===== src/rtl/mem_sweep_ctrl_if.sv =====
// Memory-stage and control signals of the sweep controller; master is the controller side.
// No flow control: the RAM stage accepts a read and a write address on every clock.
`timescale 1ns/1ps
interface mem_sweep_ctrl_if #(
  parameter int WID_MEM = 36,
  parameter int ADDR_W  = 11
);
  logic               start;
  logic               mode;
  logic [WID_MEM-1:0] fill_base;
  logic [WID_MEM-1:0] expected_sig;
  logic [ADDR_W-1:0]  raddr;
  logic [ADDR_W-1:0]  waddr;
  logic [WID_MEM-1:0] din;
  logic [WID_MEM-1:0] dout;
  logic               busy;
  logic               done;
  logic               match;
  logic [WID_MEM-1:0] signature;

  modport master (
    input  start, mode, fill_base, expected_sig, dout,
    output raddr, waddr, din, busy, done, match, signature
  );

  modport slave (
    output start, mode, fill_base, expected_sig, dout,
    input  raddr, waddr, din, busy, done, match, signature
  );
endinterface


===== src/rtl/mem_sweep_ctrl.sv =====
// Fills a block RAM with base+k or folds its contents into a rotate-XOR signature.
// Done pulses DEPTH_MEM+1 (fill) / DEPTH_MEM+2 (scan) cycles after start; no backpressure, start ignored while busy.
`timescale 1ns/1ps
module mem_sweep_ctrl #(
  parameter int WID_MEM   = 36,
  parameter int DEPTH_MEM = 2048,
  parameter int ADDR_W    = 11
) (
  input  logic            clk_i,
  input  logic            reset_ni,
  mem_sweep_ctrl_if.master bus
);

  typedef enum logic [2:0] {
    ST_IDLE,
    ST_FILL,
    ST_SCAN,
    ST_DRAIN,
    ST_DONE
  } state_e;

  localparam logic [ADDR_W-1:0] LAST_ADDR = ADDR_W'(DEPTH_MEM - 1);

  state_e             state_q, state_d;
  logic [ADDR_W-1:0]  cnt_q, cnt_d;
  logic [ADDR_W-1:0]  rd_addr_q, rd_addr_d;
  logic [ADDR_W-1:0]  rd_addr_dly_q;
  logic               vld_q;
  logic [WID_MEM-1:0] base_q, base_d;
  logic [WID_MEM-1:0] sig_q, sig_d;
  logic               match_q, match_d;
  logic               was_fill_q, was_fill_d;

  logic [ADDR_W-1:0]  waddr_c;
  logic [WID_MEM-1:0] din_c;
  logic               busy_c;
  logic               done_c;

  always_comb begin
    state_d    = state_q;
    cnt_d      = cnt_q;
    rd_addr_d  = rd_addr_q;
    base_d     = base_q;
    sig_d      = sig_q;
    match_d    = match_q;
    was_fill_d = was_fill_q;
    // Outside FILL the stage rewrites what it read last cycle, keeping contents intact.
    waddr_c    = rd_addr_dly_q;
    din_c      = bus.dout;
    busy_c     = 1'b0;
    done_c     = 1'b0;

    if (vld_q) begin
      sig_d = {sig_q[WID_MEM-2:0], sig_q[WID_MEM-1]} ^ bus.dout;
    end

    case (state_q)
      ST_IDLE: begin
        if (bus.start) begin
          cnt_d     = '0;
          rd_addr_d = '0;
          if (bus.mode) begin
            base_d     = bus.fill_base;
            was_fill_d = 1'b1;
            state_d    = ST_FILL;
          end else begin
            sig_d      = '0;
            was_fill_d = 1'b0;
            state_d    = ST_SCAN;
          end
        end
      end
      ST_FILL: begin
        busy_c  = 1'b1;
        waddr_c = cnt_q;
        din_c   = base_q + WID_MEM'(cnt_q);
        if (cnt_q == LAST_ADDR) begin
          state_d = ST_DONE;
        end else begin
          cnt_d = cnt_q + 1'b1;
        end
      end
      ST_SCAN: begin
        busy_c = 1'b1;
        if (cnt_q == LAST_ADDR) begin
          state_d = ST_DRAIN;
        end else begin
          cnt_d     = cnt_q + 1'b1;
          rd_addr_d = cnt_q + 1'b1;
        end
      end
      ST_DRAIN: begin
        busy_c  = 1'b1;
        state_d = ST_DONE;
      end
      ST_DONE: begin
        done_c  = 1'b1;
        match_d = was_fill_q ? 1'b0 : (sig_q == bus.expected_sig);
        state_d = ST_IDLE;
      end
      default: begin
        state_d = ST_IDLE;
      end
    endcase
  end

  always_ff @(posedge clk_i or negedge reset_ni) begin
    if (!reset_ni) begin
      state_q       <= ST_IDLE;
      cnt_q         <= '0;
      rd_addr_q     <= '0;
      rd_addr_dly_q <= '0;
      vld_q         <= 1'b0;
      base_q        <= '0;
      sig_q         <= '0;
      match_q       <= 1'b0;
      was_fill_q    <= 1'b0;
    end else begin
      state_q       <= state_d;
      cnt_q         <= cnt_d;
      rd_addr_q     <= rd_addr_d;
      rd_addr_dly_q <= rd_addr_q;
      vld_q         <= (state_q == ST_SCAN);
      base_q        <= base_d;
      sig_q         <= sig_d;
      match_q       <= match_d;
      was_fill_q    <= was_fill_d;
    end
  end

  assign bus.raddr     = rd_addr_q;
  assign bus.waddr     = waddr_c;
  assign bus.din       = din_c;
  assign bus.busy      = busy_c;
  assign bus.done      = done_c;
  assign bus.match     = match_q;
  assign bus.signature = sig_q;

endmodule

===== src/flat_wrapper.sv =====
// flat-port wrapper written by rule: the top's interface ports become plain ports
module mem_sweep_ctrl_flat 
#(
  parameter int WID_MEM   = 36,
  parameter int DEPTH_MEM = 2048,
  parameter int ADDR_W    = 11
)
  (clk_i, reset_ni, bus_start, bus_mode, bus_fill_base, bus_expected_sig, bus_dout, bus_raddr, bus_waddr, bus_din, bus_busy, bus_done, bus_match, bus_signature);
  mem_sweep_ctrl_if #(.WID_MEM(WID_MEM), .ADDR_W(ADDR_W)) bus_i ();
  input  logic clk_i;
  input  logic reset_ni;
  input wire logic [$bits(bus_i.start)-1:0] bus_start;
  input wire logic [$bits(bus_i.mode)-1:0] bus_mode;
  input wire logic [$bits(bus_i.fill_base)-1:0] bus_fill_base;
  input wire logic [$bits(bus_i.expected_sig)-1:0] bus_expected_sig;
  input wire logic [$bits(bus_i.dout)-1:0] bus_dout;
  output wire logic [$bits(bus_i.raddr)-1:0] bus_raddr;
  output wire logic [$bits(bus_i.waddr)-1:0] bus_waddr;
  output wire logic [$bits(bus_i.din)-1:0] bus_din;
  output wire logic [$bits(bus_i.busy)-1:0] bus_busy;
  output wire logic [$bits(bus_i.done)-1:0] bus_done;
  output wire logic [$bits(bus_i.match)-1:0] bus_match;
  output wire logic [$bits(bus_i.signature)-1:0] bus_signature;
  assign bus_i.start = bus_start;
  assign bus_i.mode = bus_mode;
  assign bus_i.fill_base = bus_fill_base;
  assign bus_i.expected_sig = bus_expected_sig;
  assign bus_i.dout = bus_dout;
  assign bus_raddr = bus_i.raddr;
  assign bus_waddr = bus_i.waddr;
  assign bus_din = bus_i.din;
  assign bus_busy = bus_i.busy;
  assign bus_done = bus_i.done;
  assign bus_match = bus_i.match;
  assign bus_signature = bus_i.signature;
  mem_sweep_ctrl #(.WID_MEM(WID_MEM), .DEPTH_MEM(DEPTH_MEM), .ADDR_W(ADDR_W)) u_core (.clk_i(clk_i), .reset_ni(reset_ni), .bus(bus_i));
endmodule

===== config.mk =====
export PLATFORM = sky130hd
export DESIGN_NAME = mem_sweep_ctrl_flat
export DESIGN_NICKNAME = d
export VERILOG_FILES = /design/src/rtl/mem_sweep_ctrl_if.sv /design/src/rtl/mem_sweep_ctrl.sv /design/src/flat_wrapper.sv
export SDC_FILE = /design/constraint.sdc
export NUM_CORES = 1
export LEC_CHECK = 0
export BUFFER_PORTS_ARGS = -buffer_cell sky130_fd_sc_hd__buf_2
export CORE_MARGIN = 4
export CORE_UTILIZATION = 52
export CTS_BUF_LIST = sky130_fd_sc_hd__clkbuf_4 sky130_fd_sc_hd__clkbuf_8 sky130_fd_sc_hd__clkbuf_16
export CTS_CLUSTER_SIZE = 16
export DETAILED_ROUTE_END_ITERATION = 16
export HOLD_SLACK_MARGIN = 0.08
export PLACE_DENSITY = 0.91
export SYNTH_ARGS = -nofsm -noshare
export SYNTH_HDL_FRONTEND = slang
export SYNTH_SLANG_ARGS = --single-unit

===== constraint.sdc =====
create_clock -name clk_i -period 3.1 [get_ports clk_i]
set_input_delay 0.465 -clock clk_i [delete_from_list [all_inputs] [get_ports clk_i]]
set_output_delay 0.465 -clock clk_i [all_outputs]
set_load 0.01 [all_outputs]

* Word level (Yosys, flattened, before mapping)
Cells that the tools add are included.
** Word-level totals
- Input bits :: 112
- Register bits after elaboration :: 111
- Output and inout port bits :: 97
- Logic and storage cells :: 52
** Operators by class
- $add $sub $neg :: 2
- Reductions and logical operators :: 10
- Equal/unequal tests :: 11
- Mux-type cells :: 19
- Bitwise operators :: 1
** Operators with widths (number)
- $mux W36 :: 5
- $pmux W11 S2 :: 2
- $add A36 B11 Y36 :: 1
- $eq A36 B36 Y1 :: 1
- $xor A36 B36 Y36 :: 1
- $mux W11 :: 3
- $pmux W3 S4 :: 1
- $reduce_and A3 Y1 :: 4
- $add A11 B1 Y11 const B :: 1
- $eq A11 B11 Y1 const B :: 1
- $mux W3 :: 3
- $eq A3 B2 Y1 const B :: 2
- $ne A2 B2 Y1 const B :: 3
- $mux W1 :: 4
- $ne A2 B1 Y1 const B :: 2
- $reduce_bool A2 Y1 :: 2
- $eq A3 B1 Y1 const B :: 1
- $eq A3 B3 Y1 const B :: 1
- $logic_not A3 Y1 :: 1
- $reduce_or A3 Y1 :: 1
- $mux W2 :: 1
- $reduce_and A2 Y1 :: 1
- $reduce_or A2 Y1 :: 1

* Longest topological paths before layout
Gate-level depths: netlist of the first run.
- Word-level depth :: 5
- Depth in mapped cells :: 10

* Worst setup path after synthesis of the first run
Ideal clock, no wire load.
- Kind :: reg2out
- Start :: reg u_core.cnt_q[0]
- End :: out bus_din[30]
- Required time :: 2635 ps
- Path slack :: 188 ps
- Data arrival time :: 2447 ps
- Stages on the path, launching flop included :: 10
- Path buffers :: 0
- Cells stage by stage :: dfrtp_1 ha_1 inv_1 fa_1 nor2b_1 o31ai_1 a21bo_1 a31o_1 or4_1 a31oi_1
** Between the ends
- Cells in the longest elaborated chain, start to end :: 2
** RTL lines
- start, declared :: RTL line mem_sweep_ctrl.sv:25 : logic [ADDR_W-1:0] cnt_q, cnt_d;
- start signal, assigned :: RTL line mem_sweep_ctrl.sv:120 : cnt_q <= cnt_d;
- $add A36 B11 Y36 :: RTL line mem_sweep_ctrl.sv:76 : din_c = base_q + WID_MEM'(cnt_q);
- $mux W36 :: RTL line mem_sweep_ctrl.sv:57 : case (state_q)
- end, declared :: RTL line flat_wrapper.sv:19 : output wire logic [$bits(bus_i.din)-1:0] bus_din;
Every way passes these cells.

* Final worst setup path of the first run
Same ends and word-level chain as after synthesis.

==> impl_summary.log, run 1 <==
[metrics] ranking of synthesized cells by area: sky130_fd_sc_hd__dfrtp_1 (42%), sky130_fd_sc_hd__xnor2_1 (13%), sky130_fd_sc_hd__mux2_2 (6.3%), sky130_fd_sc_hd__nand2_1 (5.3%), sky130_fd_sc_hd__a211oi_1 (4.6%)
[metrics] Arrival @ worst endpoint: 2.85 ns
[metrics] Post-synth EDFFs: 0
[metrics] commonest cells in the synthesized netlist: sky130_fd_sc_hd__dfrtp_1 (111), sky130_fd_sc_hd__xnor2_1 (94), sky130_fd_sc_hd__nand2_1 (93), sky130_fd_sc_hd__nor2_1 (59), sky130_fd_sc_hd__o21ai_0 (44)
[metrics] DRC Markers: 0
[metrics] Least-Margin Pin Slew: 0.7193 ns
[metrics] area share of the leading cell type in the synthesized netlist: 42.21%
[metrics] Critical Path RT: 2.63 ns
[metrics] maximum clock frequency: 301.8 MHz
[metrics] number of non-filler instances in the completed layout: 1,097
[metrics] post-synth top area cell: sky130_fd_sc_hd__dfrtp_1
[metrics] Die Wd: 120.5 µm
[metrics] I/O pin count: 209
[metrics] number of nets in the layout: 1,048
[metrics] detailed-route via count: 6,541
[metrics] cell breakdown of the critical path: ha_2 > inv_2 > fa_2 > nor2b_4 > o31ai_2 > a21bo_2 > a31o_1 > or4_1 > a31oi_1 > buf_2
[metrics] fin crit share: 106.9%
[metrics] area of the die: 14,520 µm²
[metrics] Cell Area, Synth: 6580 µm²
[metrics] total placed cells including tap cells: 1,068
[metrics] Crit path largest cell delay: 0.48 ns
[metrics] most common cell in the netlist: sky130_fd_sc_hd__dfrtp_1
[metrics] drt first-iter violations: 900
[metrics] Setup Skew: 0.01111 ns
[metrics] Placed Instance Area: 7908 µm²
[metrics] total track usage: 28.40%
[metrics] die span in y: 120.5 µm
[metrics] final setup violation count: 9
[metrics] number of antenna violations at the first check in global routing: 1
[metrics] maximum fanout along the worst path: 3
[metrics] Cells after Synth: 704
[metrics] P_leak: 3.870 nW
[metrics] Root Buffer: sky130_fd_sc_hd__clkbuf_16
[metrics] category of the most critical setup path: flop to primary output
[metrics] post-layout util: 70.39%
[metrics] CTS Buffer Depth: 2
[metrics] number of clock sinks: 111
[metrics] Port Buffer Count: 208
[metrics] Site Rows: 40
[metrics] worst-case setup margin in the final layout: -0.2135 ns
[metrics] routability cong.: 0.9557
[metrics] htree depth: 3
[metrics] maximum number of pins on one net before global-route repair: 59
[metrics] Final ANT Viol Nets: 0
[metrics] violations in the final reports: setup timing
[metrics] HPWL after detailed placement: 15,830 µm
[metrics] post-detailed-route via-to-cell ratio: 5.963
[metrics] post-synthesis cell type count: 52
[metrics] largest vdd supply drop: 0.4228 mV
[metrics] Min-Delay Path Class: input pin to asynchronous set/reset pin
[metrics] starting density of the core: 53.88%
[metrics] via count of the first global-routing pass: 5,939
[metrics] global route total overflow: 0
[metrics] Post-Synthesis Net Count: 829
[metrics] average wire length per cell after detail routing: 20.36 µm
[metrics] worst slew margin relative to its limit: 51.99%
[metrics] total count of hold-check failures in the final report: 0
[metrics] post-detailed-routing wire length: 22,330 µm
[metrics] primary flip-flop cell chosen by synthesis mapping: sky130_fd_sc_hd__dfrtp_1
[metrics] shortest clock period the worst path allows after layout: 3.313 ns
[metrics] Max Cap Viol: 0
[metrics] number of storage elements in the synthesis netlist: 111
[metrics] clock tree from TritonCTS: done
[metrics] layout overhead on the synthesized area: 30.63%
[metrics] Pre-Repair DR Iteration Count: 7
[metrics] sequential fraction of the synthesis area: 42.21%
[metrics] RSZ-0062 raised after global routing: yes
[metrics] fraction of synthesis flops using an asynchronous set or reset pin: 100.0%
[metrics] clock slew seen by the registers of the worst setup and hold paths: 0.08 ns
[metrics] result of the run: finished with violations
[metrics] startpoint kind of the worst setup timing path: flop
[metrics] Yosys warning total: 0
[metrics] number of max-slew violations in the final report: 0
[metrics] floorplan core area: 12,210 µm²
[metrics] post-placement setup slack: 0.1290 ns
[metrics] share of layout cells above drive strength 1: 37.07%
[metrics] mean area per synthesized cell: 9.347 µm²
[metrics] global-route wire length before repair: 32,320 µm
[metrics] element type at the critical path end: primary output
[metrics] Inserted Clock Buffers: 9
[metrics] Non-Filler Cell Area, Final: 8596 µm²
[metrics] standard cell with the maximum stage delay on the critical path: sky130_fd_sc_hd__or4_1
[metrics] power per standard cell area: 935.4 nW/µm²
[metrics] worst-skew pair later-pin latency: 0.36 ns
## stage by stage
stage | hold WS [ns] | power, W | setup TNS, ns
after floorplan | 0.1694 | 0.005085 | 0
after global placement | 0.3766 | 0.006353 | 0
after detailed placement | 0.3813 | 0.006508 | 0
after CTS | 0.1690 | 0.007802 | -0.2959
after global routing | 0.1999 | 0.008479 | -1.805
final | 0.1446 | 0.008041 | -0.4993
## critical path, delay by kind of cell, from the launching register on
family | cells | cell delay [ns]
adders and majority gates | 2 | 0.58
and+or+nand+nor | 2 | 0.62
DFF | 1 | 0.37
buffers and inverters | 2 | 0.23
AOI/OAI and AO/OA | 4 | 0.70
## kinds of logic (layout without fill, tap and decap cells)
group / Yosys count / after routing / synth area share [%]
muxes: 37 / 37 / 6.332
and+or+nand+nor: 221 / 221 / 15.69
buffers and inverters: 57 / 281 / 3.366
AOI/OAI and AO/OA: 155 / 155 / 15.17
xor gates and xnor gates: 110 / 110 / 14.64
adders and majority gates: 13 / 13 / 2.586
other: 0 / 1 / 0
DFF: 111 / 111 / 42.21
## cell usage in the layout (no fill, tap or decap), types with 4 or more instances in the layout
cell type / count
sky130_fd_sc_hd__xnor2_1: 90
sky130_fd_sc_hd__inv_6: 4
sky130_fd_sc_hd__a21oi_1: 15
sky130_fd_sc_hd__xor2_1: 16
sky130_fd_sc_hd__nand2_1: 93
sky130_fd_sc_hd__o21ai_0: 37
sky130_fd_sc_hd__nor4_1: 6
sky130_fd_sc_hd__a31oi_4: 4
sky130_fd_sc_hd__a211oi_1: 40
sky130_fd_sc_hd__ha_4: 6
sky130_fd_sc_hd__nand4_1: 13
sky130_fd_sc_hd__clkbuf_16: 9
sky130_fd_sc_hd__a311oi_2: 4
sky130_fd_sc_hd__buf_4: 32
sky130_fd_sc_hd__buf_2: 207
sky130_fd_sc_hd__dfrtp_1: 108
sky130_fd_sc_hd__o31ai_1: 6
sky130_fd_sc_hd__xnor2_2: 4
sky130_fd_sc_hd__o21ai_1: 19
sky130_fd_sc_hd__buf_6: 5
sky130_fd_sc_hd__ha_1: 5
sky130_fd_sc_hd__inv_1: 18
sky130_fd_sc_hd__mux2_2: 37
sky130_fd_sc_hd__nor2_1: 57
sky130_fd_sc_hd__nand3_1: 23
sky130_fd_sc_hd__nor3_1: 4
## sequential cells by signal, indices dropped and copies added (netlist names)
signal	count
u_core.rd_addr_dly_q	11
u_core.cnt_q	11
u_core.state_q	3
u_core.was_fill_q	1
u_core.base_q	36
u_core.bus.raddr	11
u_core.bus.match	1
u_core.bus.signature	36
u_core.vld_q	1
## power breakdown
group / leakage, nW / total (W) / internal, W / switching (W)
registers: 1.38 / 0.00293 / 0.00203 / 0.000899
clock network: 0.147 / 0.00116 / 0.000573 / 0.000590
logic: 2.34 / 0.00394 / 0.00181 / 0.00213
## routing by layer
layer	share of wire (%)	GRT usage [%]
met5	0	0
met4	4.2	12.25
met3	8.1	4.490
met2	47	45.86
met1	40	38.02
## cell type report
| class | instances | area, µm² |
|---|---|---|
| Multi-Input combinational cell | 536 | 3856 |
| Fill cell | 864 | 3616 |
| Sequential cell | 111 | 2781 |
| Timing Repair Buffer | 246 | 1373 |
| Clock buffer | 9 | 225.2 |
| Tap cell | 168 | 210.2 |
| Clock inverter | 7 | 76.32 |
| Inverter | 19 | 71.32 |
| Antenna cell | 1 | 2.502 |
## worst paths after layout
kind	from	endpoint	slack, ns	depth (start not counted)
worst max-delay path	u_core.cnt_q[0]$_DFFE_PN0P_	bus_din[30]	-0.21	10
worst min-delay path	reset_ni	u_core.base_q[15]$_DFFE_PN0P_	0.14	1
worst max register to register	u_core.cnt_q[0]$_DFFE_PN0P_	u_core.bus.raddr[10]$_DFFE_PN0P_	0.66	10
worst min register to register	u_core.bus.raddr[6]$_DFFE_PN0P_	u_core.rd_addr_dly_q[6]$_DFF_PN0_	0.40	0
max in group asynchronous	reset_ni	u_core.vld_q$_DFF_PN0_	2.19	2
min in group clk_i	bus_fill_base[17]	u_core.base_q[17]$_DFFE_PN0P_	0.33	2
## timing repair
item / CTS / global route
pin swaps: 16 / 22
cloned: 0 / 1
buffers inserted: 2 / 9
hold buffers: 0 / 0
resized for setup: 28 / 32
endpoints found under the setup margin: 12 / 23
endpoints found under the hold margin: 0 / 0
No activity file was read; power rests on OpenSTA's default activity.
==> run 2, diff against run 1 <==
--- a/config.mk
+++ b/config.mk
@@ -7,12 +7,12 @@
 export LEC_CHECK = 0
 export BUFFER_PORTS_ARGS = -buffer_cell sky130_fd_sc_hd__buf_2
 export CORE_MARGIN = 4
-export CORE_UTILIZATION = 52
-export CTS_BUF_LIST = sky130_fd_sc_hd__clkbuf_4 sky130_fd_sc_hd__clkbuf_8 sky130_fd_sc_hd__clkbuf_16
+export CORE_UTILIZATION = 53
+export CTS_BUF_LIST = sky130_fd_sc_hd__clkbuf_4
 export CTS_CLUSTER_SIZE = 16
 export DETAILED_ROUTE_END_ITERATION = 16
 export HOLD_SLACK_MARGIN = 0.08
-export PLACE_DENSITY = 0.91
+export PLACE_DENSITY = 0.93
 export SYNTH_ARGS = -nofsm -noshare
 export SYNTH_HDL_FRONTEND = slang
 export SYNTH_SLANG_ARGS = --single-unit
==> run 2 against run 1 <==
Effect of this change: the flow still finishes with violations (setup timing); maximum frequency decreased by 2.6%; total power decreased by 1.1%; largest cell class unchanged; via count increased by 5.9%; utilization increased by 2.7 points; clock power decreased by 36%; critical endpoint is now bus_din[32]; first-iteration DRC count increased by 8.2%; final cell count increased by 2.3%; hold slack improved by 0.046 ns; routed wire length increased by 7.1%; global-route usage increased by 2.0 points.
==> impl_summary.log, run 2 (synthesis gave the netlist of run 1 again) <==
[metrics] number of max-slew violations in the final report: 0
[metrics] maximum clock frequency: 293.9 MHz
[metrics] htree depth: 3
[metrics] total track usage: 30.39%
[metrics] CTS Buffer Depth: 2
[metrics] worst-case setup margin in the final layout: -0.3027 ns
[metrics] average wire length per cell after detail routing: 21.31 µm
[metrics] number of antenna violations at the first check in global routing: 0
[metrics] result of the run: finished with violations
[metrics] hold depth: 2
[metrics] maximum number of pins on one net before global-route repair: 112
[metrics] detailed-route via count: 6,928
[metrics] global-route wire length before repair: 34,490 µm
[metrics] drt first-iter violations: 974
[metrics] layout overhead on the synthesized area: 33.88%
[metrics] power per standard cell area: 902.4 nW/µm²
[metrics] element type at the critical path end: primary output
[metrics] number of nets in the layout: 1,074
[metrics] share of layout cells above drive strength 1: 40.57%
[metrics] fin crit share: 109.8%
[metrics] RSZ-0062 raised after global routing: yes
[metrics] top library cells by usage in the layout, fill and taps aside: sky130_fd_sc_hd__buf_2 (207), sky130_fd_sc_hd__dfrtp_1 (108), sky130_fd_sc_hd__nand2_1 (92), sky130_fd_sc_hd__xnor2_1 (92), sky130_fd_sc_hd__nor2_1 (57)
[metrics] maximum fanout along the worst path: 9
[metrics] area of the die: 14,260 µm²
[metrics] Least-Margin Pin Slew: 0.9242 ns
[metrics] post-detailed-route via-to-cell ratio: 6.175
[metrics] Placed Instance Area: 7903 µm²
[metrics] Inserted Clock Buffers: 9
[metrics] Worst Reg-to-Reg Cells: 11
[metrics] first element of the critical path: u_core.base_q[0]$_DFFE_PN0P_
[metrics] clock slew seen by the registers of the worst setup and hold paths: 0.18 ns
[metrics] Site Rows: 40
[metrics] global route total overflow: 0
[metrics] reg2reg setup slack: 0.01 ns
[metrics] Non-Filler Cell Area, Final: 8810 µm²
[metrics] Max Cap Viol: 0
[metrics] capture point of the critical path: bus_din[32]
[metrics] starting density of the core: 54.55%
[metrics] worst slew margin relative to its limit: 37.58%
[metrics] violations in the final reports: setup timing
[metrics] Setup Skew: 0.01714 ns
[metrics] Antenna diodes: 0
[metrics] P_leak: 3.913 nW
[metrics] I/O pin count: 209
[metrics] Final ANT Viol Nets: 0
[metrics] post-detailed-routing wire length: 23,910 µm
[metrics] clock tree from TritonCTS: done
[metrics] hold slack: 0.1902 ns
[metrics] Pre-Repair DR Iteration Count: 7
[metrics] DRC Markers: 0
[metrics] post-placement setup slack: 0.1341 ns
[metrics] endpoint of the most critical register-to-register path: u_core.cnt_q[7]$_DFFE_PN0P_
[metrics] Min-Delay Path Class: input pin to flop
[metrics] Critical R2R Launch: u_core.cnt_q[0]$_DFFE_PN0P_
[metrics] Port Buffer Count: 208
[metrics] category of the most critical setup path: flop to primary output
[metrics] Critical Path RT: 2.63 ns
[metrics] floorplan core area: 12,060 µm²
[metrics] via count of the first global-routing pass: 6,530
[metrics] total power: 0.007950 W
[metrics] Die Wd: 119.4 µm
[metrics] HPWL after detailed placement: 15,510 µm
[metrics] commonest non-fill, non-tap cell in the layout: sky130_fd_sc_hd__buf_2
[metrics] shortest clock period the worst path allows after layout: 3.403 ns
[metrics] number of clock sinks: 111
[metrics] Root Buffer: sky130_fd_sc_hd__clkbuf_4
[metrics] total count of hold-check failures in the final report: 0
[metrics] startpoint kind of the worst setup timing path: flop
[metrics] worst-skew pair later-pin latency: 0.48 ns
[metrics] routability cong.: 0.9580
[metrics] largest vdd supply drop: 0.4189 mV
[metrics] final setup violation count: 28
[metrics] die span in y: 119.4 µm
[metrics] Arrival @ worst endpoint: 2.94 ns
-- run 2: area by class of cell --
| cell class | count | area (µm²) |
|---|---|---|
| repair buffers | 272 | 1588 |
| clock inverters | 7 | 71.32 |
| multi-input cells | 536 | 4020 |
| clock buffers | 9 | 67.56 |
| flip-flops and latches | 111 | 2781 |
| inverters | 19 | 71.32 |
| well taps | 168 | 210.2 |
| fillers | 771 | 3252 |
-- run 2: worst min-delay path by stage --
stage / from / end / slack, ns
after floorplan: reset_ni / u_core.base_q[0]$_DFFE_PN0P_ / 0.17
after global placement: u_core.bus.raddr[7]$_DFFE_PN0P_ / u_core.rd_addr_dly_q[7]$_DFF_PN0_ / 0.38
after detailed placement: u_core.bus.raddr[7]$_DFFE_PN0P_ / u_core.rd_addr_dly_q[7]$_DFF_PN0_ / 0.38
after CTS: bus_fill_base[21] / u_core.base_q[21]$_DFFE_PN0P_ / 0.19
after global routing: bus_fill_base[2] / u_core.base_q[2]$_DFFE_PN0P_ / 0.17
final: bus_fill_base[21] / u_core.base_q[21]$_DFFE_PN0P_ / 0.19
-- run 2: timing repair --
| item | in CTS | in global routing |
|---|---|---|
| hold buffers | 1 | 0 |
| gates cloned | 2 | 0 |
| endpoints found under the hold margin | 20 | 0 |
| setup buffers | 18 | 16 |
| resized for setup | 64 | 39 |
| pin swaps | 33 | 23 |
| setup endpoints to repair | 27 | 30 |
-- run 2: power by group --
group,internal [W],leakage (nW),switching (W),total [W]
clock network,0.000250,0.0773,0.000497,0.000747
registers,0.00203,1.38,0.000900,0.00293
logic,0.00195,2.45,0.00233,0.00428
total,0.00422,3.91,0.00373,0.00795
-- run 2: worst max-delay path: stages (launching register included) --
cell and delay (ns):
sky130_fd_sc_hd__dfrtp_1 0.40, sky130_fd_sc_hd__ha_2 0.20, sky130_fd_sc_hd__inv_2 0.05, sky130_fd_sc_hd__fa_2 0.40
sky130_fd_sc_hd__nor2b_4 0.15, sky130_fd_sc_hd__o31ai_2 0.09, sky130_fd_sc_hd__a21bo_1 0.21, sky130_fd_sc_hd__buf_8 0.16
sky130_fd_sc_hd__a311oi_2 0.30, sky130_fd_sc_hd__xnor2_1 0.10, sky130_fd_sc_hd__o21ai_1 0.22, sky130_fd_sc_hd__buf_2 0.18
-- run 2: layer usage --
metal / share of wire (%) / GRT usage (%)
met1: 37 / 39.65
met2: 46 / 49.24
met3: 11 / 5.888
met4: 6.0 / 13.53
met5: 0 / 0
-- run 2: per-stage QoR --
stage,util (%),TNS (ns),instances
3_3_place_gp,65.52,0,1069
3_5_place_dp,65.52,0,1069
2_1_floorplan,-,0,704
6_report,73.04,-4.432,1122
5_1_grt,73.04,-7.186,1122
4_1_cts,70.67,-1.024,1106
